**config.mk**
```make
export PLATFORM = sky130hd
export DESIGN_NAME = regfile_mp
export DESIGN_NICKNAME = d
export VERILOG_FILES = /design/src/rtl/regfile_pkg.sv /design/src/rtl/regfile_scoreboard.sv /design/src/rtl/regfile_mp.sv
export SDC_FILE = /design/constraint.sdc
export NUM_CORES = 2
export LEC_CHECK = 0
export ABC_AREA = 1
export BUFFER_PORTS_ARGS = -buffer_cell sky130_fd_sc_hd__clkbuf_2
export CAP_MARGIN = 20
export CORE_ASPECT_RATIO = 1.75
export CORE_MARGIN = 2
export CORE_UTILIZATION = 69
export DETAILED_ROUTE_END_ITERATION = 8
export GPL_TIMING_DRIVEN = 0
export PLACE_DENSITY = 0.87
export SLEW_MARGIN = 20
export SYNTH_ARGS = -nofsm -noshare
export SYNTH_HDL_FRONTEND = slang
export SYNTH_SLANG_ARGS = --single-unit
```
**constraint.sdc**
```tcl
create_clock -name Clk -period 123 [get_ports Clk]
set_input_delay 18.45 -clock Clk [delete_from_list [all_inputs] [get_ports Clk]]
set_output_delay 18.45 -clock Clk [all_outputs]
set_load 0.02 [all_outputs]
```
**src/rtl/regfile_pkg.sv**
```systemverilog
// Shared constants and helpers for the multi-port register file.
package regfile_pkg;

  localparam int DEF_WIDTH = 32;
  localparam int DEF_DEPTH = 32;
  localparam int ZERO_IDX  = 0;

  function automatic int addr_w(input int depth);
    return (depth > 1) ? $clog2(depth) : 1;
  endfunction

  // Address is architecturally writable/trackable: in range and not the hardwired zero register.
  function automatic logic addr_ok(input int a, input int depth, input logic zero_reg);
    return (a < depth) && !(zero_reg && (a == ZERO_IDX));
  endfunction

endpackage

```
**src/rtl/regfile_scoreboard.sv**
```systemverilog
// Per-register busy bits: issue sets, writeback clears, set wins on the same address.
// REGFILE_BYPASS_EN: a same-cycle write to the read address masks its busy bit.
module regfile_scoreboard
  import regfile_pkg::*;
#(
  parameter int DEPTH    = DEF_DEPTH,
  parameter int NREAD    = 2,
  parameter int NWRITE   = 2,
  parameter int ZERO_REG = 1,
  parameter int AW       = addr_w(DEF_DEPTH)
) (
  input  logic                Clk,
  input  logic                Rst,
  input  logic [NWRITE-1:0]   WrOk,
  input  logic [NWRITE*AW-1:0] WrAddr,
  input  logic                IssueEn,
  input  logic [AW-1:0]       IssueRd,
  input  logic [NREAD*AW-1:0] RAddr,
  output logic [NREAD-1:0]    RBusy,
  output logic                AnyBusy
);

  logic [DEPTH-1:0] busy;
  logic [DEPTH-1:0] busy_nxt;
  logic             issue_ok;
  logic [AW-1:0]    ra;
  logic             b;

  assign issue_ok = IssueEn && addr_ok(int'(IssueRd), DEPTH, ZERO_REG != 0);

  always_comb begin
    busy_nxt = busy;
    for (int r = 0; r < DEPTH; r++) begin
      for (int j = 0; j < NWRITE; j++) begin
        if (WrOk[j] && (WrAddr[j*AW +: AW] == AW'(r))) busy_nxt[r] = 1'b0;
      end
      // A newly issued producer supersedes the result being written back.
      if (issue_ok && (IssueRd == AW'(r))) busy_nxt[r] = 1'b1;
    end
  end

  always_ff @(posedge Clk or posedge Rst) begin
    if (Rst) busy <= '0;
    else     busy <= busy_nxt;
  end

  always_comb begin
    RBusy = '0;
    ra    = '0;
    b     = 1'b0;
    for (int i = 0; i < NREAD; i++) begin
      ra = RAddr[i*AW +: AW];
      b  = 1'b0;
      for (int r = 0; r < DEPTH; r++) begin
        if (ra == AW'(r)) b = busy[r];
      end
`ifdef REGFILE_BYPASS_EN
      for (int j = 0; j < NWRITE; j++) begin
        if (WrOk[j] && (WrAddr[j*AW +: AW] == ra)) b = issue_ok && (IssueRd == ra);
      end
`endif
      RBusy[i] = b && !Rst;
    end
  end

  assign AnyBusy = (|busy) && !Rst;

endmodule

```
**src/rtl/regfile_mp.sv**
```systemverilog
// Parametrised multi-port register file with fixed write priority and busy scoreboard.
// REGFILE_BYPASS_EN: same-cycle write-to-read bypass on RData/RBusy.
module regfile_mp
  import regfile_pkg::*;
#(
  parameter int WIDTH    = DEF_WIDTH,
  parameter int DEPTH    = DEF_DEPTH,
  parameter int NREAD    = 2,
  parameter int NWRITE   = 2,
  parameter int ZERO_REG = 1,
  localparam int AW      = addr_w(DEPTH)
) (
  input  logic                    Clk,
  input  logic                    Rst,
  input  logic [NREAD*AW-1:0]     RAddr,
  output logic [NREAD*WIDTH-1:0]  RData,
  output logic [NREAD-1:0]        RBusy,
  input  logic [NWRITE-1:0]       WE,
  input  logic [NWRITE*AW-1:0]    WAddr,
  input  logic [NWRITE*WIDTH-1:0] WData,
  input  logic                    IssueEn,
  input  logic [AW-1:0]           IssueRd,
  output logic                    AnyBusy
);

  logic [WIDTH-1:0] mem    [DEPTH];
  logic [AW-1:0]    waddr  [NWRITE];
  logic [WIDTH-1:0] wdata  [NWRITE];
  logic [NWRITE-1:0] wr_ok;
  logic [AW-1:0]    raddr  [NREAD];
  logic [WIDTH-1:0] rd_v   [NREAD];

  always_comb begin
    wr_ok = '0;
    for (int j = 0; j < NWRITE; j++) begin
      waddr[j] = WAddr[j*AW +: AW];
      wdata[j] = WData[j*WIDTH +: WIDTH];
      wr_ok[j] = WE[j] && addr_ok(int'(waddr[j]), DEPTH, ZERO_REG != 0);
    end
  end

  // Ports are applied in ascending order so the highest-index writer lands last and wins.
  always_ff @(posedge Clk or posedge Rst) begin
    if (Rst) begin
      for (int r = 0; r < DEPTH; r++) mem[r] <= '0;
    end else begin
      for (int r = 0; r < DEPTH; r++) begin
        for (int j = 0; j < NWRITE; j++) begin
          if (wr_ok[j] && (waddr[j] == AW'(r))) mem[r] <= wdata[j];
        end
      end
    end
  end

  always_comb begin
    RData = '0;
    for (int i = 0; i < NREAD; i++) begin
      raddr[i] = RAddr[i*AW +: AW];
      rd_v[i]  = '0;
      for (int r = 0; r < DEPTH; r++) begin
        if (raddr[i] == AW'(r)) rd_v[i] = mem[r];
      end
`ifdef REGFILE_BYPASS_EN
      for (int j = 0; j < NWRITE; j++) begin
        if (wr_ok[j] && (waddr[j] == raddr[i])) rd_v[i] = wdata[j];
      end
`endif
      if (Rst) rd_v[i] = '0;
      RData[i*WIDTH +: WIDTH] = rd_v[i];
    end
  end

  regfile_scoreboard #(
    .DEPTH    (DEPTH),
    .NREAD    (NREAD),
    .NWRITE   (NWRITE),
    .ZERO_REG (ZERO_REG),
    .AW       (AW)
  ) u_sb (
    .Clk     (Clk),
    .Rst     (Rst),
    .WrOk    (wr_ok),
    .WrAddr  (WAddr),
    .IssueEn (IssueEn),
    .IssueRd (IssueRd),
    .RAddr   (RAddr),
    .RBusy   (RBusy),
    .AnyBusy (AnyBusy)
  );

endmodule

```
==> flow_summary.toml, run 1 <==
[synthesis]
yosys_register_bits = 1056
synth_area_leaders = "dfrtp_1, nand2_1, nor2_1, o21ai_0, nand3_1"
synth_top_family_by_area = "simple AND/OR/NAND/NOR gates"
synth.avg_cell_area_um2 = 6.82
yosysWarnings = 0
synth-compound-area-share_pct = 16.3
async_reset_ff_share_pct = 100
synth_simple_gate_area_share_pct = 33.2
syn_nets = 9580
synth_area_um2 = 64700
synth_most_common_cell = "nand2_1"
synth_fa_ha_area_share_pct = 0
synth_edf_count = 0
synth_top_cell_by_area = "dfrtp_1"
synthFlopType = "dfrtp_1"
synth.area.mux_share_pct = 0
yosysTopAreaCellShare_pct = 40.9
synthTopCellsByCount = "nand2_1, nor2_1, dfrtp_1"
synth-xor-area-share_pct = 0
synth_cell_types = 31
synth_seq_area_share_pct = 40.9
syn_inst = 9486

[clocking]
clock_sinks = 1056
htreeDepth = 3
clock_path_buffers = 3
hold_buffers = 0
cts-resized-gates = 0
cts_buffers = 98
root_buffer = "clkbuf_16"
postCtsSetupRepairBufs = 0

[floorplanning]
die_height_um = 409
boundaryPins = 161
chipWidth_um = 235
rows = 148
initial_core_util_pct = 69.6

[run_status]
outcome = "aborted with a tool error"
firstError = "[ERROR GRT-0116] Global routing finished with congestion. Check the congestion regions in the DRC Viewer."
stop_stage = "global routing"

[place]
dp_slack_ns = 81.20
hpwl_um = 292000
gp_congestion = 1.84
dp_cells = 10900
portBuffers = 145

[grt]
grt_pass1_vias = 87800
grt_max_degree = 54
overflow = 5332
grt_pass1_wl_um = 656000
gr-usage-all-layers_pct = 91.1
-- per-stage QoR --
stage,cell area [um2],utilization [%]
global placement,66900,72.0
floorplan,64700,-
detailed placement,67800,72.9
CTS,71200,76.6
-- kinds of logic after synthesis --
group,after synthesis
AO/OA/AOI/OAI,1703
AND/OR/NAND/NOR,5090
flip-flops,1056
buffers and inverters,1637
-- per-layer routing --
| metal | overflow | GRT usage [%] |
|---|---|---|
| met3 | 138 | 72.2 |
| met2 | 3865 | 115 |
| met5 | 18 | 45.7 |
| met4 | 1250 | 97.4 |
| met1 | 61 | 84.3 |
==> inputs of run 2 (changes only) <==
Settings changed: CORE_ASPECT_RATIO 1.75 to unset, CORE_UTILIZATION 69 to 40, PLACE_DENSITY 0.87 to unset, PLACE_DENSITY_LB_ADDON set to 0.15.
==> run 2 against run 1 <==
- area after synthesis is the same
- synthesized cell count unchanged
- the flow now finishes without violations
==> flow_summary.toml, run 2 <==
[power]
pwr-share-comb_pct = 24.5
swShare_pct = 38.8
pwr-share-clk_pct = 34.2
power_frac_seq_pct = 41.3
p_leak_uw = 0.0333
p_int_uw = 769
p_switching_uw = 488
vdd_ir_drop_max_uv = 16.8
power.density_nw_per_um2 = 16.6

[place]
placed_area_um2 = 71100
gp_congestion = 1.13
portBuffers = 145
hpwl_um = 373000
dp_slack_ns = 80.23

[sta]
drv_slew = 0
fmax_ghz = 0.0229
setup-violations-final = 0
rsz0062_at_grt = "false"
relSlewSlack_pct = 10.9
worstMarginPinSlew_ns = 1.34
fin_crit_sh_pct = 35.5
setup_slack_ns = 79.28
tns_ns = 0
hold_viol_final = 0
fin_crit_ns = 43.72
final.setup_skew_ns = 0

[synthesis]
yosysWarnings = 0
synth_area_leaders = "dfrtp_1, nand2_1, nor2_1, o21ai_0, nand3_1"
yosys_register_bits = 1056
synth_top_cell_by_area = "dfrtp_1"
synthTopCellsByCount = "nand2_1, nor2_1, dfrtp_1"
synth_edf_count = 0
synth_most_common_cell = "nand2_1"
synthFlopType = "dfrtp_1"
synth_seq_area_share_pct = 40.9
async_reset_ff_share_pct = 100
synth.avg_cell_area_um2 = 6.82
synth_area_um2 = 64700
synth_cell_types = 31
syn_inst = 9486
yosysTopAreaCellShare_pct = 40.9
syn_nets = 9580

[clocking]
clkTransAtPathRegs_ns = 0.06
clock_path_buffers = 3
cts_tree = "yes"
cts_buffers = 137
hold_buffers = 0
clock_latency_ns = 0.82
clock_sinks = 1056
cts-resized-gates = 0
postCtsSetupRepairBufs = 0
root_buffer = "clkbuf_16"
htreeDepth = 4

[setup_path]
max_stage_delay_ns = 0.72
start_kind = "primary input"
crit_arrival_ns = 25.27
slowest_stage = "nor2_1"
end_kind = "output port"
crit_type = "primary input to output port"
cp.required_ns = 104.55
cp_cell_sequence = "clkbuf_2 > nand2_1 > nor3_1 > nand2_1 > clkinv_1 > clkbuf_1 > nand2_1 > nand4_1 > nor2_1 > nand4_1 > nor2_1 > nand4_1 > nor2_1 > nand4_1 > nor2_1 > nand4_1 > nor2_1 > nand4_1 > nor2_1 > nor2_1 > clkbuf_2"
crit_fanout = 10
crit_top_cell = "nor2_1"

[grt]
grt_max_degree = 52
grt_pass1_vias = 74200
grt_pass1_wl_um = 637000
antenna_found_initial = 88
overflow = 0
gr-usage-all-layers_pct = 57.5

[floorplanning]
boundaryPins = 161
die_height_um = 406
rows = 147
core_um2 = 161000
initial_core_util_pct = 40.3
dieArea_um2 = 165000
chipWidth_um = 406

[layout]
postLayoutCellArea_um2 = 75900
max_flop_register = "mem"
drive_gt1_share_pct = 7.51
fillers = 16700
nets = 9978
reg_top3 = "mem (1024), u_sb.busy (32)"
final_common_cell = "nand2_1"
most-common-layout-cells = "nand2_1, nor2_1, dfrtp_1, o21ai_0, nand3_1"
largest_reg_flops = 1024
synthToLayoutAreaGrowth_pct = 17.3

[detailed_routing]
post_drt_wl_per_cell_um = 39.8
drt-initial-drc-count = 15900
drt-total-wl_um = 487000
vias_per_cell = 6.83
vias = 83500
ant_nets = 0
route.detailed.drc = 0
dr.pass1.iters = 8

[run_status]
outcome = "completed"

[job]
max-cap-violations = 0

[worst_hold_path]
hold_class = "flop to flop"
-- run 2: cell counts after synthesis --
No cell type changed its count.
-- run 2: cell type report --
cell class | instances | area, um2 | area share (%)
timing repair buffer | 259 | 3480 | 4.58
sequential | 1056 | 26400 | 34.8
inverter | 769 | 2890 | 3.81
buffer | 868 | 3550 | 4.68
multi-input combinational | 6793 | 32100 | 42.2
antenna | 83 | 208 | 0.274
clock buffer | 205 | 4160 | 5.48
clock inverter | 39 | 420 | 0.554
tap | 2160 | 2700 | 3.56
-- run 2: metal layers --
metal / up-vias / share of wire, % / global-route usage (%)
li1: 32600 / - / -
met3: 2222 / 18 / 36.2
met4: 55 / 9.6 / 44.2
met1: 40500 / 35 / 68.3
met2: 8183 / 37 / 72.4
met5: - / 0.19 / 2.91
-- run 2: kinds of logic after synthesis --
group,after synthesis,share of synthesized area [%]
AND/OR/NAND/NOR,5090,33.2
flip-flops,1056,40.9
AO/OA/AOI/OAI,1703,16.3
buffers and inverters,1637,9.65
-- run 2: worst max-delay path, delay by kind of cell --
kind / cells / cell delay (ns)
simple gates: 17 / 5.29
buf+inv: 4 / 1.50
-- run 2: worst paths after layout --
kind	start	slack [ns]	endpoint	depth (start not counted)
min in group asynchronous	Rst	18.58	mem[7]	4
max	RAddr[5]	79.28	RData[50]	21
min reg2reg	mem[1023]	0.48	mem[1023]	1
min	mem[1023]	0.48	mem[1023]	1
max reg2reg	mem[641]	122.05	mem[641]	2
max in group asynchronous	Rst	102.17	mem[579]	10
-- run 2: metrics by stage --
stage	hold WS [ns]	instances	power, uW	util (%)
6_report	0.482	12200	1260	47.3
5_1_grt	0.500	12200	1270	47.2
4_1_cts	0.483	12100	1220	47.1
3_5_place_dp	0.469	11900	799	44.3
3_3_place_gp	0.462	11800	786	42.4
2_1_floorplan	0.451	9486	642	-
-- run 2: power by group through the flow --
stage	combinational (uW)	clock [uW]	sequential, uW
after floorplan	152	0	490
after global placement	267	0	519
after detailed placement	282	0	517
after CTS	283	423	512
after global routing	315	437	523
final	308	430	519
Power figures use the tool's default switching activity.
